### src/rtl/array_pop_engine.sv
// Per-array LIFO heap store: push appends, pop returns the last element through a
// response handshake. Optional index checking is enabled by ARRAY_POP_BOUNDS_CHECK_EN.
module array_pop_engine #(
   parameter int MemoryElementWidth = 12,
   parameter int NArea              = 8,
   parameter int NArrays            = 4,
   localparam int AW                = (NArrays > 1) ? $clog2(NArrays) : 1
) (
   input  logic                          clock,
   input  logic                          reset_n,
   input  logic                          push_valid,
   input  logic [AW-1:0]                 push_array,
   input  logic [MemoryElementWidth-1:0] push_data,
   output logic                          push_ready,
   input  logic                          pop_valid,
   input  logic [AW-1:0]                 pop_array,
   output logic                          pop_ready,
   output logic                          rsp_valid,
   output logic [MemoryElementWidth-1:0] rsp_data,
   output logic                          rsp_empty,
   input  logic                          rsp_ready,
   input  logic [AW-1:0]                 size_array,
   output logic [MemoryElementWidth-1:0] size,
   output logic                          push_overflow
);

   localparam int SW    = $clog2(NArea + 1);
   localparam int Depth = NArrays * NArea;
   localparam int HAW   = (Depth > 1) ? $clog2(Depth) : 1;

   localparam logic [1:0] ST_IDLE = 2'd0;
   localparam logic [1:0] ST_READ = 2'd1;
   localparam logic [1:0] ST_RESP = 2'd2;

   logic [1:0]                    state_q, state_d;
   logic [MemoryElementWidth-1:0] rsp_data_q, rsp_data_d;
   logic                          rsp_empty_q, rsp_empty_d;
   logic                          overflow_q, overflow_d;
   logic [SW-1:0]                 size_q [NArrays];
   logic [MemoryElementWidth-1:0] heap_q [Depth];
   logic [MemoryElementWidth-1:0] rd_data_q;

   logic                          push_fire, pop_fire;
   logic                          push_in_range, pop_in_range, size_in_range;
   logic [SW-1:0]                 push_size, pop_size;
   logic                          push_full, pop_empty, pop_empty_eff;
   logic [HAW-1:0]                wr_addr, rd_addr;
   logic [NArrays-1:0]            inc_vec, dec_vec;

`ifdef ARRAY_POP_BOUNDS_CHECK_EN
   assign push_in_range = (int'(push_array) < NArrays);
   assign pop_in_range  = (int'(pop_array) < NArrays);
   assign size_in_range = (int'(size_array) < NArrays);
`else
   assign push_in_range = 1'b1;
   assign pop_in_range  = 1'b1;
   assign size_in_range = 1'b1;
`endif

   assign push_ready = (state_q == ST_IDLE);
   assign pop_ready  = (state_q == ST_IDLE) && !push_valid;
   assign push_fire  = push_valid && push_ready;
   assign pop_fire   = pop_valid && pop_ready;

   assign push_size     = push_in_range ? size_q[push_array] : '0;
   assign pop_size      = pop_in_range ? size_q[pop_array] : '0;
   assign push_full     = (push_size == SW'(NArea));
   assign pop_empty     = (pop_size == '0);
   assign pop_empty_eff = pop_empty || !pop_in_range;

   assign wr_addr = HAW'(int'(push_array) * NArea + int'(push_size));
   assign rd_addr = HAW'(int'(pop_array) * NArea + int'(pop_size) - 1);

   // Heap is plain block RAM: no reset, registered read consumed in READ.
   always_ff @(posedge clock) begin
      if (push_fire && push_in_range && !push_full) begin
         heap_q[wr_addr] <= push_data;
      end
      if (pop_fire && !pop_empty_eff) begin
         rd_data_q <= heap_q[rd_addr];
      end
   end

   genvar gi;
   generate
      for (gi = 0; gi < NArrays; gi++) begin : g_size_ctl
         assign inc_vec[gi] = push_fire && push_in_range && !push_full &&
                              (push_array == AW'(gi));
         assign dec_vec[gi] = pop_fire && pop_in_range && !pop_empty &&
                              (pop_array == AW'(gi));
      end
   endgenerate

   // Push and pop never fire together, so inc and dec are mutually exclusive.
   always_ff @(posedge clock or negedge reset_n) begin
      if (!reset_n) begin
         for (int i = 0; i < NArrays; i++) size_q[i] <= '0;
      end else begin
         for (int i = 0; i < NArrays; i++) begin
            if (inc_vec[i])      size_q[i] <= size_q[i] + 1'b1;
            else if (dec_vec[i]) size_q[i] <= size_q[i] - 1'b1;
         end
      end
   end

   always_comb begin
      state_d     = state_q;
      rsp_data_d  = rsp_data_q;
      rsp_empty_d = rsp_empty_q;
      overflow_d  = overflow_q;
      if (push_fire && (!push_in_range || push_full)) overflow_d = 1'b1;
      case (state_q)
         ST_IDLE: begin
            if (pop_fire) begin
               if (pop_empty_eff) begin
                  rsp_empty_d = 1'b1;
                  rsp_data_d  = '0;
                  state_d     = ST_RESP;
               end else begin
                  state_d = ST_READ;
               end
            end
         end
         ST_READ: begin
            rsp_data_d  = rd_data_q;
            rsp_empty_d = 1'b0;
            state_d     = ST_RESP;
         end
         ST_RESP: begin
            if (rsp_ready) state_d = ST_IDLE;
         end
         default: state_d = ST_IDLE;
      endcase
   end

   always_ff @(posedge clock or negedge reset_n) begin
      if (!reset_n) begin
         state_q     <= ST_IDLE;
         rsp_data_q  <= '0;
         rsp_empty_q <= 1'b0;
         overflow_q  <= 1'b0;
      end else begin
         state_q     <= state_d;
         rsp_data_q  <= rsp_data_d;
         rsp_empty_q <= rsp_empty_d;
         overflow_q  <= overflow_d;
      end
   end

   assign rsp_valid     = (state_q == ST_RESP);
   assign rsp_data      = rsp_data_q;
   assign rsp_empty     = rsp_empty_q;
   assign push_overflow = overflow_q;
   assign size          = size_in_range ? MemoryElementWidth'(size_q[size_array]) : '0;

endmodule

### config.mk
export PLATFORM = sky130hd
export DESIGN_NAME = array_pop_engine
export DESIGN_NICKNAME = d
export VERILOG_FILES = /design/src/rtl/array_pop_engine.sv
export SDC_FILE = /design/constraint.sdc
export NUM_CORES = 1
export LEC_CHECK = 0
export CAP_MARGIN = 40
export CORE_ASPECT_RATIO = 0.6
export CORE_MARGIN = 1
export CORE_UTILIZATION = 35
export CTS_CLUSTER_DIAMETER = 30
export DETAILED_ROUTE_END_ITERATION = 8
export PLACE_DENSITY = 0.47
export SETUP_SLACK_MARGIN = 0.4
export SLEW_MARGIN = 10
export SYNTH_ARGS = -nofsm -noshare
export SYNTH_HDL_FRONTEND = slang
export SYNTH_SLANG_ARGS = --single-unit
### constraint.sdc
create_clock -name clock -period 4.3 [get_ports clock]
set_input_delay 0.43 -clock clock [delete_from_list [all_inputs] [get_ports clock]]
set_output_delay 0.43 -clock clock [all_outputs]
set_load 0.005 [all_outputs]
==> results.json, run 1 <==
{
  "viasPerCell": 5.786,
  "cts_hold_buf": 0,
  "finalCritPeriodShare_pct": 87.64,
  "cp_data_required_time_ps": 4770,
  "outcome": "complete, no violations",
  "critPathMaxFanout": 17,
  "synth.largest_area_cell": "edfxtp_1",
  "wl_mm": 68.74,
  "start_kind": "register",
  "wl_per_cell_um": 27.59,
  "power_frac_comb_pct": 55.2,
  "drtAntennaViolNets": 0,
  "r2r-start": "size_q[1]",
  "hold_class": "primary input to async pin",
  "h-tree-depth": 3,
  "max-vdd-ir-drop_uv": 603.4,
  "design_area_mm2": 0.02605,
  "grt_pass1_wl_mm": 97.61,
  "max_freq_mhz": 265.4,
  "dieWidth_um": 315.7,
  "m1WireLength_mm": 33.98,
  "synth.cell_area_mm2": 0.02066,
  "ys_seq_elements": 428,
  "drc": 0,
  "layout-drive-gt1-share_pct": 21.69,
  "tritoncts": "done",
  "yosys_warnings": 0,
  "dieArea_mm2": 0.06005,
  "top_layer": "met4",
  "tightest_slew_ps": 890.2,
  "drtPass1Iterations": 6,
  "gp_congestion": 0.8777,
  "reg2reg_slack_ps": 530,
  "clk_pin_slew_ps": 50,
  "ys_async_sr_fraction_pct": 7.477,
  "ys_seq_area_share_pct": 61.42,
  "power_frac_seq_pct": 20.8,
  "hold_viol_final": 0,
  "cts_root_buf": "clkbuf_16",
  "maxCapViolations": 0,
  "slew_headroom_pct": 40.25,
  "clk_path_buf_depth": 3,
  "slew_violations": 0,
  "core_mm2": 0.05794,
  "finClkSkew_ps": 25.71,
  "setup_violations": 0,
  "place_ws_ps": -194.4,
  "synth_top_area_share_pct": 57.54,
  "first_global_vias": 14070,
  "crit_start": "size_q[1]",
  "reg2regPathDepth": 13,
  "cts_sinks": 428,
  "fp-row-count": 68,
  "r2r_end": "rd_data_q[9]",
  "worstSetupPathType": "register to register",
  "start_util_pct": 35.67,
  "met2_length_mm": 27.91,
  "p_per_area_mw_per_mm2": 999.3,
  "rsz0062_at_grt": "true",
  "overflow": 0,
  "io_buffers": 43,
  "post-route-min-period_ps": 3768,
  "setup_tns_ps": 0,
  "p_int_mw": 15.66,
  "switching_power_mw": 10.37,
  "utilization_pct": 44.95,
  "grt_use_total_pct": 22.58,
  "worst_slack_ps": 531.6,
  "synth-main-ff-cell": "edfxtp_1",
  "dp_hpwl_mm": 43.46,
  "cp.arrival_ps": 4240,
  "numCtsBuffers": 79,
  "grt_max_degree": 57,
  "synth_cells": 1459,
  "io_pins": 52,
  "synth_cell_type_count": 64,
  "sw_frac_of_total_pct": 39.84,
  "insertion_delay_ps": 610,
  "vias": 14420,
  "syn_to_final_growth_pct": 26.04,
  "synth_area_per_cell_um2": 14.16,
  "place_area_mm2": 0.02313,
  "antenna_found_initial": 3,
  "power.share.clock_pct": 24.0,
  "ys_top_cells_by_area": "edfxtp_1, mux2i_1, dfrtp_1",
  "synth-edff-count": 396,
  "route.met3.wl_mm": 5.563,
  "drt_iter0_drc": 1467,
  "power.leakage_nw": 9.552,
  "die_h_um": 190.2,
  "crit_path_end_kind": "register",
  "finalNetCount": 1697
}
==> repair_timing <==
action / CTS / global route
setup buffers: 0 / 6
gates resized for setup: 2 / 13
endpoints found under the setup margin: 3 / 12
pin swaps: 0 / 3
gates cloned: 0 / 5
==> metrics by stage <==
stage,hold slack [ps],power (mW),cells
final,249.2,26.03,2492
after global routing,291.7,27.12,2490
after CTS,231.8,25.22,2479
after detailed placement,488.6,18.89,2333
after global placement,483.9,18.77,2330
after floorplan,134.4,13.45,1466
==> layout make-up <==
type | instances | area, um2
Antenna cell | 2 | 5.005
Clock buffer | 95 | 2077
Clock inverter | 51 | 600.6
Fill cell | 5169 | 31900
Inverter | 13 | 48.80
Multi-Input combinational cell | 916 | 7512
Sequential cell | 428 | 12700
Tap cell | 770 | 963.4
Timing Repair Buffer | 217 | 2142
==> routing by layer <==
metal  track usage [%]  vias up
met1             35.33     7370
met2             30.99      650
met5                 0        -
met3             4.904      120
li1                  -     6278
met4             6.039        0
==> Yosys cell counts, drive strengths merged, types with 12 or more instances <==
| cell | number |
|---|---|
| a21oi | 42 |
| a221oi | 36 |
| a22o | 14 |
| a22oi | 82 |
| buf | 49 |
| clkbuf | 60 |
| dfrtp | 32 |
| edfxtp | 396 |
| ha | 14 |
| inv | 13 |
| mux2 | 22 |
| mux2i | 294 |
| nand2 | 48 |
| nor2 | 49 |
| nor3 | 30 |
| o21ai | 84 |
| o22ai | 12 |
| o31ai | 34 |
| or3 | 25 |
==> critical path, stage by stage, from the launching register on <==
cell and delay [ps]:
dfrtp_2 450, mux4_2 510, inv_1 100, ha_1 170, inv_1 60, fa_4 790
buf_6 190, buf_12 190, buf_12 180, mux2i_1 90, a22oi_1 190, o21ai_0 110
o31ai_1 320, o2111a_1 240
==> cell usage in the layout, fill, tap and decap left out, types with 27 or more instances in the layout <==
| cell | n |
|---|---|
| edfxtp_1 | 396 |
| mux2i_1 | 293 |
| buf_4 | 143 |
| clkbuf_16 | 84 |
| a22oi_1 | 82 |
| o21ai_0 | 77 |
| nand2_1 | 46 |
| a21oi_1 | 42 |
| clkdlybuf4s50_1 | 42 |
| nor2_1 | 41 |
| a221oi_1 | 36 |
| o31ai_1 | 30 |
| dfrtp_1 | 29 |
| nor3_1 | 27 |
==> power groups by stage <==
stage / combinational [mW] / clock [mW] / sequential [mW]
after floorplan: 8.09 / 0 / 5.36
after global placement: 13.3 / 0 / 5.51
after detailed placement: 13.4 / 0 / 5.50
after CTS: 13.5 / 6.33 / 5.42
after global routing: 15.1 / 6.53 / 5.45
final: 14.4 / 6.24 / 5.42
==> registers in the layout (all words and copies together), names as in the netlist <==
register	flops
rd_data_q	12
rsp_data	12
heap_q	384
size_q	16
rsp_empty	1
push_overflow	1
state_q	2
==> kinds of logic after synthesis <==
kind of cell	count (synthesis)	share of synthesized area, %
adder cells (fa/ha/maj)	19	1.332
AO/OA/AOI/OAI	362	12.32
other	1	0.01815
multiplexers	327	16.82
AND/OR/NAND/NOR	183	4.596
XOR/XNOR	17	0.7205
flip-flops	428	61.42
buffers and inverters	122	2.779
==> worst max path at each step <==
stage                              end  slack, ps  cells after the start
after floorplan           rd_data_q[0]        400                     15
after global placement    rd_data_q[2]       -220                     14
after detailed placement  rd_data_q[2]       -190                     14
after CTS                 rd_data_q[2]        360                     13
after global routing      rd_data_q[7]        390                     13
final                     rd_data_q[9]        530                     13
(Power assumes the default switching activity.)
==> run 2: changes to the inputs <==
--- a/config.mk
+++ b/config.mk
@@ -5,6 +5,7 @@
 export SDC_FILE = /design/constraint.sdc
 export NUM_CORES = 1
 export LEC_CHECK = 0
+export ABC_CLOCK_PERIOD_IN_PS = 4300
 export CAP_MARGIN = 40
 export CORE_ASPECT_RATIO = 0.6
 export CORE_MARGIN = 1
==> results of run 2 <==
Final layout, timing and power as in run 1 (identical DEF).
==> run 3: changes to the inputs <==
--- a/config.mk
+++ b/config.mk
@@ -5,7 +5,7 @@
 export SDC_FILE = /design/constraint.sdc
 export NUM_CORES = 1
 export LEC_CHECK = 0
-export ABC_CLOCK_PERIOD_IN_PS = 4300
+export ABC_CLOCK_PERIOD_IN_PS = 4900
 export CAP_MARGIN = 40
 export CORE_ASPECT_RATIO = 0.6
 export CORE_MARGIN = 1
==> constraint.sdc (replaced) <==
create_clock -name clock -period 4.9 [get_ports clock]
set_input_delay 0.49 -clock clock [delete_from_list [all_inputs] [get_ports clock]]
set_output_delay 0.49 -clock clock [all_outputs]
set_load 0.005 [all_outputs]
==> results.json, run 3 (synthesis results as in run 1) <==
{
  "top_register": "heap_q",
  "cp_cell_sequence": "mux4_2 -> inv_1 -> ha_1 -> inv_1 -> fa_4 -> buf_12 -> nand2b_1 -> buf_4 -> o21ai_0 -> o31ai_1 -> buf_2 -> o2111a_1",
  "dieWidth_um": 315.7,
  "overflow": 0,
  "max-vdd-ir-drop_uv": 620.7,
  "io_buffers": 43,
  "drtPass1Iterations": 5,
  "fp-row-count": 68,
  "post_cts_buffers": 0,
  "grt_max_degree": 90,
  "setup_violations": 0,
  "drt_iter0_drc": 1484,
  "met2_length_mm": 26.36,
  "setup_tns_ps": 0,
  "numCtsBuffers": 76,
  "m1WireLength_mm": 32.78,
  "worstSetupPathType": "register to register",
  "maxCapViolations": 0,
  "core_mm2": 0.05794,
  "clk_pin_slew_ps": 50,
  "start_kind": "register",
  "tritoncts": "done",
  "power.leakage_nw": 9.149,
  "dieArea_mm2": 0.06005,
  "slowest_delay_ps": 980,
  "insertion_delay_ps": 590,
  "cts_root_buf": "clkbuf_16",
  "hold_class": "primary input to async pin",
  "h-tree-depth": 3,
  "critPathMostFrequentCell": "inv_1",
  "largest_reg_flops": 384,
  "place_ws_ps": 129.5,
  "finalCritPeriodShare_pct": 87.55,
  "cp_top_family": "adder cells",
  "wl_mm": 65.74,
  "p_per_area_mw_per_mm2": 838.8,
  "slew_violations": 0,
  "worst_slack_ps": 609.9,
  "cts_hold_buf": 0,
  "critPathBufInv": 5,
  "final_common_cell": "edfxtp_1",
  "critPathMaxFanout": 32,
  "outcome": "complete, no violations",
  "grt_pass1_wl_mm": 95.03,
  "grt_use_total_pct": 22.03,
  "top_layer": "met5",
  "top_regs": "heap_q: 384 flops, size_q: 16 flops",
  "cp.arrival_ps": 4730,
  "max_freq_mhz": 233.1,
  "clk_path_buf_depth": 3,
  "route.met3.wl_mm": 5.129,
  "slowest_stage": "fa_4",
  "post-route-min-period_ps": 4290,
  "gp_congestion": 0.8218,
  "hold_viol_final": 0,
  "dp_hpwl_mm": 40.15,
  "viasPerCell": 5.706,
  "finalNetCount": 1647,
  "crit_path_end_kind": "register",
  "syn_to_final_growth_pct": 22.01,
  "final_cell_mix": "edfxtp_1, mux2i_1, buf_4",
  "drc": 0,
  "drtAntennaViolNets": 0,
  "start_util_pct": 35.67,
  "die_h_um": 190.2,
  "first_global_vias": 13700,
  "cts_sinks": 428,
  "antenna_found_initial": 8,
  "wl_per_cell_um": 27.01,
  "vias": 13890,
  "layout-drive-gt1-share_pct": 18.28,
  "cts_resized": 0,
  "cp_data_required_time_ps": 5340,
  "slew_headroom_pct": 40.39,
  "finClkSkew_ps": 20.11,
  "io_pins": 52,
  "rsz0062_at_grt": "false",
  "tightest_slew_ps": 888.2
}
run 3: per-stage QoR:
| step | power, mW | util [%] | instances | cell area [um2] | hold slack (ps) |
|---|---|---|---|---|---|
| floorplan | 11.79 | - | 1466 | 20690 | 194.4 |
| global placement | 15.75 | 39.02 | 2291 | 22610 | 483.6 |
| detailed placement | 15.86 | 39.13 | 2297 | 22670 | 491.1 |
| CTS | 21.16 | 43.51 | 2433 | 25210 | 307.0 |
| global route | 22.13 | 43.51 | 2433 | 25210 | 362.1 |
| finish | 21.15 | 43.52 | 2434 | 25210 | 322.1 |
run 3: layout make-up:
type | count | area (um2)
Antenna cell | 1 | 2.502
Clock buffer | 93 | 2039
Clock inverter | 43 | 496.7
Fill cell | 5159 | 32730
Inverter | 13 | 48.80
Multi-Input combinational cell | 916 | 7467
Sequential cell | 428 | 12690
Tap cell | 770 | 963.4
Timing Repair Buffer | 170 | 1503
run 3: where the power goes:
part / internal [mW] / leakage [nW] / switching [mW]
clock network: 3.44 / 1.21 / 1.81
logic: 4.73 / 3.98 / 6.40
registers: 4.47 / 3.96 / 0.303
total: 12.6 / 9.15 / 8.51
run 3: worst paths after layout:
check	depth (start not counted)	slack [ps]	from	to
max in group asynchronous	2	4250	reset_n	size_q[3]
hold reg to reg	1	500	push_overflow	push_overflow
setup reg to reg	12	610	size_q[5]	rd_data_q[1]
min in group clock	2	490	rsp_ready	state_q[1]
setup / recovery	12	610	size_q[5]	rd_data_q[1]
hold / removal	2	320	reset_n	rsp_empty
run 3: layer usage:
metal,global-route usage [%],vias to the layer above
met1,34.35,7116
li1,-,6152
met4,6.355,4
met5,0,-
met2,29.59,516
met3,5.470,100
